===== src/rtl/div_pkg.sv =====
// Shared helpers for the pipelined restoring divider: stage-mask decoding and latency.
package div_pkg;

    localparam int unsigned MAX_XLEN = 64;
    localparam int unsigned IDX_W    = 6;

    typedef logic [MAX_XLEN-1:0] mask_t;

    function automatic int unsigned popcount(input mask_t m);
        int unsigned n = 0;
        for (int i = 0; i < MAX_XLEN; i++) begin
            if (m[i[IDX_W-1:0]]) n++;
        end
        return n;
    endfunction

    // True when iteration i is followed by a pipeline register.
    function automatic logic stage_reg(input mask_t m, input int unsigned i);
        return m[i[IDX_W-1:0]];
    endfunction

endpackage


===== src/rtl/div_step.sv =====
// One combinational restoring-division iteration: shift in a dividend bit, trial-subtract b.
module div_step #(
    parameter int unsigned XLEN = 32
) (
    input  logic [XLEN:0]   r_in,
    input  logic            a_bit,
    input  logic [XLEN-1:0] b,
    output logic [XLEN:0]   r_out,
    output logic            q_bit
);

    logic [XLEN+1:0] r_sh;
    logic [XLEN+1:0] diff;

    assign r_sh  = {r_in, a_bit};
    // A clear sign bit on the trial difference means the shifted remainder was >= b.
    assign diff  = r_sh - {2'b00, b};
    assign q_bit = ~diff[XLEN+1];
    assign r_out = q_bit ? diff[XLEN:0] : r_sh[XLEN:0];

endmodule


===== src/rtl/div_func.sv =====
// Unsigned pipelined restoring divider; STAGE_LIST picks which iterations end in a register.
module div_func
    import div_pkg::*;
#(
    parameter int unsigned     XLEN       = 32,
    parameter logic [XLEN-1:0] STAGE_LIST = 32'h0101_0101
) (
    input  logic            clk,
    input  logic            rst,
    input  logic [XLEN-1:0] a,
    input  logic [XLEN-1:0] b,
    input  logic            vld,
    output logic [XLEN-1:0] quo,
    output logic [XLEN-1:0] rem,
    output logic            ack
);

    localparam mask_t       MASK = mask_t'(STAGE_LIST);
    localparam int unsigned LAT  = popcount(MASK);

    // Index i is the state entering iteration i; index XLEN is the finished result.
    logic [XLEN:0]   r_p    [0:XLEN];
    logic [XLEN-1:0] a_p    [0:XLEN];
    logic [XLEN-1:0] b_p    [0:XLEN];
    logic [XLEN-1:0] q_p    [0:XLEN];
    logic            vld_p  [0:XLEN];
    logic            live_p [0:XLEN];

    assign r_p[0]    = '0;
    assign a_p[0]    = a;
    assign b_p[0]    = b;
    assign q_p[0]    = '0;
    assign vld_p[0]  = vld;
    assign live_p[0] = 1'b1;

    genvar i;
    for (i = 0; i < XLEN; i++) begin : g_stage
        logic [XLEN:0]   r_n;
        logic            q_bit;
        logic [XLEN-1:0] q_n;

        div_step #(.XLEN(XLEN)) u_step (
            .r_in  (r_p[i]),
            .a_bit (a_p[i][XLEN-1-i]),
            .b     (b_p[i]),
            .r_out (r_n),
            .q_bit (q_bit)
        );

        always_comb begin
            q_n            = q_p[i];
            q_n[XLEN-1-i]  = q_bit;
        end

        if (stage_reg(MASK, i)) begin : g_reg
            logic [XLEN:0]   r_q;
            logic [XLEN-1:0] a_q, b_q, q_q;
            logic            vld_q, live_q;

            // Stage boundary after iteration i: data loads only with a valid op.
            always_ff @(posedge clk or negedge rst) begin
                if (!rst) begin
                    vld_q  <= 1'b0;
                    live_q <= 1'b0;
                    r_q    <= '0;
                    a_q    <= '0;
                    b_q    <= '0;
                    q_q    <= '0;
                end else begin
                    vld_q <= vld_p[i];
                    if (vld_p[i]) begin
                        live_q <= live_p[i];
                        r_q    <= r_n;
                        a_q    <= a_p[i];
                        b_q    <= b_p[i];
                        q_q    <= q_n;
                    end
                end
            end

            assign r_p[i+1]    = r_q;
            assign a_p[i+1]    = a_q;
            assign b_p[i+1]    = b_q;
            assign q_p[i+1]    = q_q;
            assign vld_p[i+1]  = vld_q;
            assign live_p[i+1] = live_q;
        end else begin : g_comb
            assign r_p[i+1]    = r_n;
            assign a_p[i+1]    = a_p[i];
            assign b_p[i+1]    = b_p[i];
            assign q_p[i+1]    = q_n;
            assign vld_p[i+1]  = vld_p[i];
            assign live_p[i+1] = live_p[i];
        end
    end

    // Until a first result lands, the cleared registers would otherwise decode as a
    // divide-by-zero; the live flag keeps quo/rem at zero instead.
    logic show;
    assign show = (LAT == 0) || live_p[XLEN];

    assign ack = vld_p[XLEN];
    assign quo = show ? q_p[XLEN] : '0;
    assign rem = show ? r_p[XLEN][XLEN-1:0] : '0;

endmodule


===== config.mk =====
export PLATFORM = sky130hd
export DESIGN_NAME = div_func
export DESIGN_NICKNAME = d
export VERILOG_FILES = /design/src/rtl/div_pkg.sv /design/src/rtl/div_step.sv /design/src/rtl/div_func.sv
export SDC_FILE = /design/constraint.sdc
export NUM_CORES = 2
export LEC_CHECK = 0
export ABC_AREA = 1
export BUFFER_PORTS_ARGS = -buffer_cell sky130_fd_sc_hd__buf_4
export CORE_MARGIN = 5
export CORE_UTILIZATION = 55
export CTS_CLUSTER_DIAMETER = 120
export DETAILED_ROUTE_END_ITERATION = 12
export GPL_TIMING_DRIVEN = 0
export HOLD_SLACK_MARGIN = 0.12
export PLACE_DENSITY = 0.71
export SLEW_MARGIN = 20
export SYNTH_ARGS = -nofsm -noshare
export SYNTH_HDL_FRONTEND = slang
export SYNTH_SLANG_ARGS = --single-unit

===== constraint.sdc =====
create_clock -name clk -period 42.6 [get_ports clk]
set_clock_uncertainty 0.1 [all_clocks]
set_input_delay 2.13 -clock clk [delete_from_list [all_inputs] [get_ports clk]]
set_output_delay 2.13 -clock clk [all_outputs]
set_load 0.05 [all_outputs]

==> results.json <==
{
  "status": "completed",
  "drive_gt1_share_pct": 4.34,
  "tns_ns": 0,
  "row_count": 132,
  "post-cts-setup-buffers": 0,
  "dr.max_layer_used": "met5",
  "yosysWarnings": 0,
  "htreeDepth": 2,
  "layout_min_cycle_time_ns": 33.72,
  "first_iter_violations": 7696,
  "cts_tree": "built",
  "crit_path_max_fanout": 15,
  "min_path_type": "flip-flop to flip-flop",
  "ctsHoldBuffers": 0,
  "cp.arrival_ns": 31.49,
  "drt_pass1_iterations": 8,
  "tightest_slew_ns": 1.16,
  "ys_ff_latch": 395,
  "grt_pass1_vias": 72700,
  "placed_cell_area_um2": 75400,
  "post-route-util_pct": 59.3,
  "clk_latency_ns": 0.64,
  "cts_buffers": 47,
  "synth_edf_count": 0,
  "ant_nets": 0,
  "slew_headroom_pct": 22.7,
  "globalRouteTotalUtil_pct": 36.6,
  "synth_compound_area_share_pct": 21.9,
  "worst_slack_ns": 8.88,
  "synth-async-reset-ratio_pct": 100,
  "cp-end-kind": "output pin",
  "max-clock-path-buffers": 3,
  "die_x_um": 372,
  "area_delta_synth_final_pct": 6.78,
  "synth_top_family_by_area": "simple AND/OR/NAND/NOR gates",
  "synth_flop_cell": "dfrtp_1",
  "core_region_area_um2": 130000,
  "crit_top_cell": "nand2_1",
  "synth_nets": 12600,
  "gp_congestion": 0.987,
  "antenna_found_initial": 9,
  "dieArea_um2": 139000,
  "fmax_mhz": 29.7,
  "rsz0062_at_grt": "false",
  "finalSetupViolations": 0,
  "wl_met3_um": 22800,
  "cpPeakStageDelay_ns": 0.64,
  "yosys.area_share.simple_pct": 27.5,
  "grt_overflow": 0,
  "die_h_um": 372,
  "detailed_place_hpwl_um": 218000,
  "clock-root-buffer": "clkbuf_16",
  "cts.sinks": 395,
  "via_count": 79900,
  "crit_type": "flip-flop to output pin",
  "drv_cap": 0,
  "drc": 0,
  "num_io_pins": 132,
  "finalInstanceArea_um2": 77000,
  "synth.area.mux_share_pct": 0.0312,
  "grt_pass1_wl_um": 403000,
  "cp_data_required_time_ns": 40.37,
  "start_util_pct": 55.5,
  "grt_max_degree": 98,
  "synthAdderAreaFrac_pct": 18.1,
  "post_cts_resized": 0,
  "clk_pin_slew_ns": 0.07,
  "portBuffers": 131,
  "syn_area_per_cell_um2": 6.27,
  "syn_inst": 11500,
  "vias_per_cell": 5.93,
  "syn_area_um2": 72100,
  "drv_slew": 0,
  "pre_cts_ws_ns": 10.53,
  "met1_length_um": 117000,
  "synth.distinct_cells": 56,
  "wl_um": 264000,
  "nNetsFinal": 12800,
  "finalHoldViolCount": 0,
  "wl_per_cell_um": 19.6,
  "critPathLaunchType": "flip-flop",
  "wl_met2_um": 114000,
  "timing.final.crit_share_pct": 79.2,
  "synth_xor_area_share_pct": 10.9,
  "slowest_stage": "inv_1",
  "synth_seq_area_share_pct": 13.7
}
[routing by layer]
metal,vias up,GRT usage (%)
met5,-,0
met4,4,13.5
met3,467,5.57
met2,3238,57.5
met1,37100,50.8
li1,39100,-
[cell type report]
class	instances	area (µm²)
multi-input combinational	9658	56600
fill	13100	52900
sequential	395	9880
inverter	1185	4450
tap	1742	2180
clock buffer	62	1340
buffer	278	1210
timing repair buffer	135	1100
clock inverter	23	259
antenna	2	5.00
[synth_stat cells (all sizes together) (3+ instances only)]
cell type,count,area share (%)
nand4,79,0.72
dfrtp,395,14
a221oi,11,0.13
a21oi,1183,8.2
a21o,54,0.56
inv,1185,6.2
a31o,5,0.061
o31ai,24,0.25
xnor2,468,5.7
o221a,4,0.062
o221ai,17,0.21
o311ai,4,0.049
nor2,646,3.4
and2,3,0.026
nand3,614,4.5
xor2,432,5.2
clkbuf,194,1.0
nor3,77,0.58
or2,28,0.24
a211oi,30,0.31
buf,82,0.65
nor4,36,0.31
o21bai,62,0.65
o2111ai,7,0.085
o211ai,34,0.35
o21a,32,0.33
a31oi,79,0.68
fa,31,0.86
a21boi,58,0.60
nand2,3285,18
nand3b,9,0.094
and3,8,0.069
o21ai,1333,9.3
ha,994,17
[cell families after synthesis]
logic type	Yosys count
AOI/OAI and AO/OA	2944
xor gates and xnor gates	900
adders and majority gates	1025
buffers and inverters	1463
DFF	395
muxes	2
and+or+nand+nor	4787
[worst max-delay path, delay by kind of cell (launching register included)]
kind / cells / cell delay, ns
compound gates: 62 / 13.76
simple gates: 69 / 8.02
buf+inv: 16 / 6.21
fa+ha+maj: 7 / 2.38
flops: 1 / 0.37
[stage by stage]
step	hold slack (ns)	instances
floorplan	0.249	11500
global placement	0.339	13400
detailed placement	0.334	13400
CTS	0.320	13500
global route	0.342	13500
finish	0.332	13500
[path summary, 6_finish.rpt]
check                           slack (ns)                                    end  cells past startpoint                                  from
worst max-delay path                  8.88                                rem[29]                    154  g_stage[24].g_reg.b_q[1]$_DFFE_PN0P_
worst min-delay path                  0.33      g_stage[16].g_reg.vld_q$_DFF_PN0_                      0      g_stage[8].g_reg.vld_q$_DFF_PN0_
worst max register to register        9.71  g_stage[16].g_reg.r_q[27]$_DFFE_PN0P_                    176  g_stage[8].g_reg.b_q[23]$_DFFE_PN0P_
worst min register to register        0.33      g_stage[16].g_reg.vld_q$_DFF_PN0_                      0      g_stage[8].g_reg.vld_q$_DFF_PN0_
max in group asynchronous            39.30    g_stage[0].g_reg.r_q[9]$_DFFE_PN0P_                      4                                   rst
min in group asynchronous             1.32  g_stage[24].g_reg.r_q[30]$_DFFE_PN0P_                      1                                   rst
[cells in the final DEF, fill, tap and decap left out, types with 28 or more instances in the layout]
cell type,netlist,final
nand2_1,3182,3182
o21ai_0,1283,1283
a21oi_1,1180,1180
inv_1,1157,1157
ha_1,994,994
nor2_1,634,634
nand3_1,585,585
xnor2_1,468,468
xor2_1,432,432
dfrtp_1,395,395
clkbuf_1,194,197
buf_4,7,137
nand2_2,88,88
a31oi_1,79,79
nand4_1,75,75
nor3_1,71,71
o21bai_1,62,62
a21o_1,54,54
buf_2,51,51
o21ai_1,49,49
clkbuf_16,0,47
a21boi_0,41,41
nor4_1,36,36
o211ai_1,34,34
o21a_1,32,32
fa_1,31,31
a211oi_1,30,30
nand3_2,29,29
inv_2,28,28
or2_2,28,28
[state kept, by name (all words and copies together) (netlist names)]
name / cells
ack: 1
g_stage.g_reg.a_q: 76
g_stage.g_reg.b_q: 128
g_stage.g_reg.live_q: 4
g_stage.g_reg.q_q: 52
g_stage.g_reg.r_q: 131
g_stage.g_reg.vld_q: 3
Power is left out: the tool's default activity adds up to more than one toggle a clock period on the data nets, which glitch-free logic cannot reach.
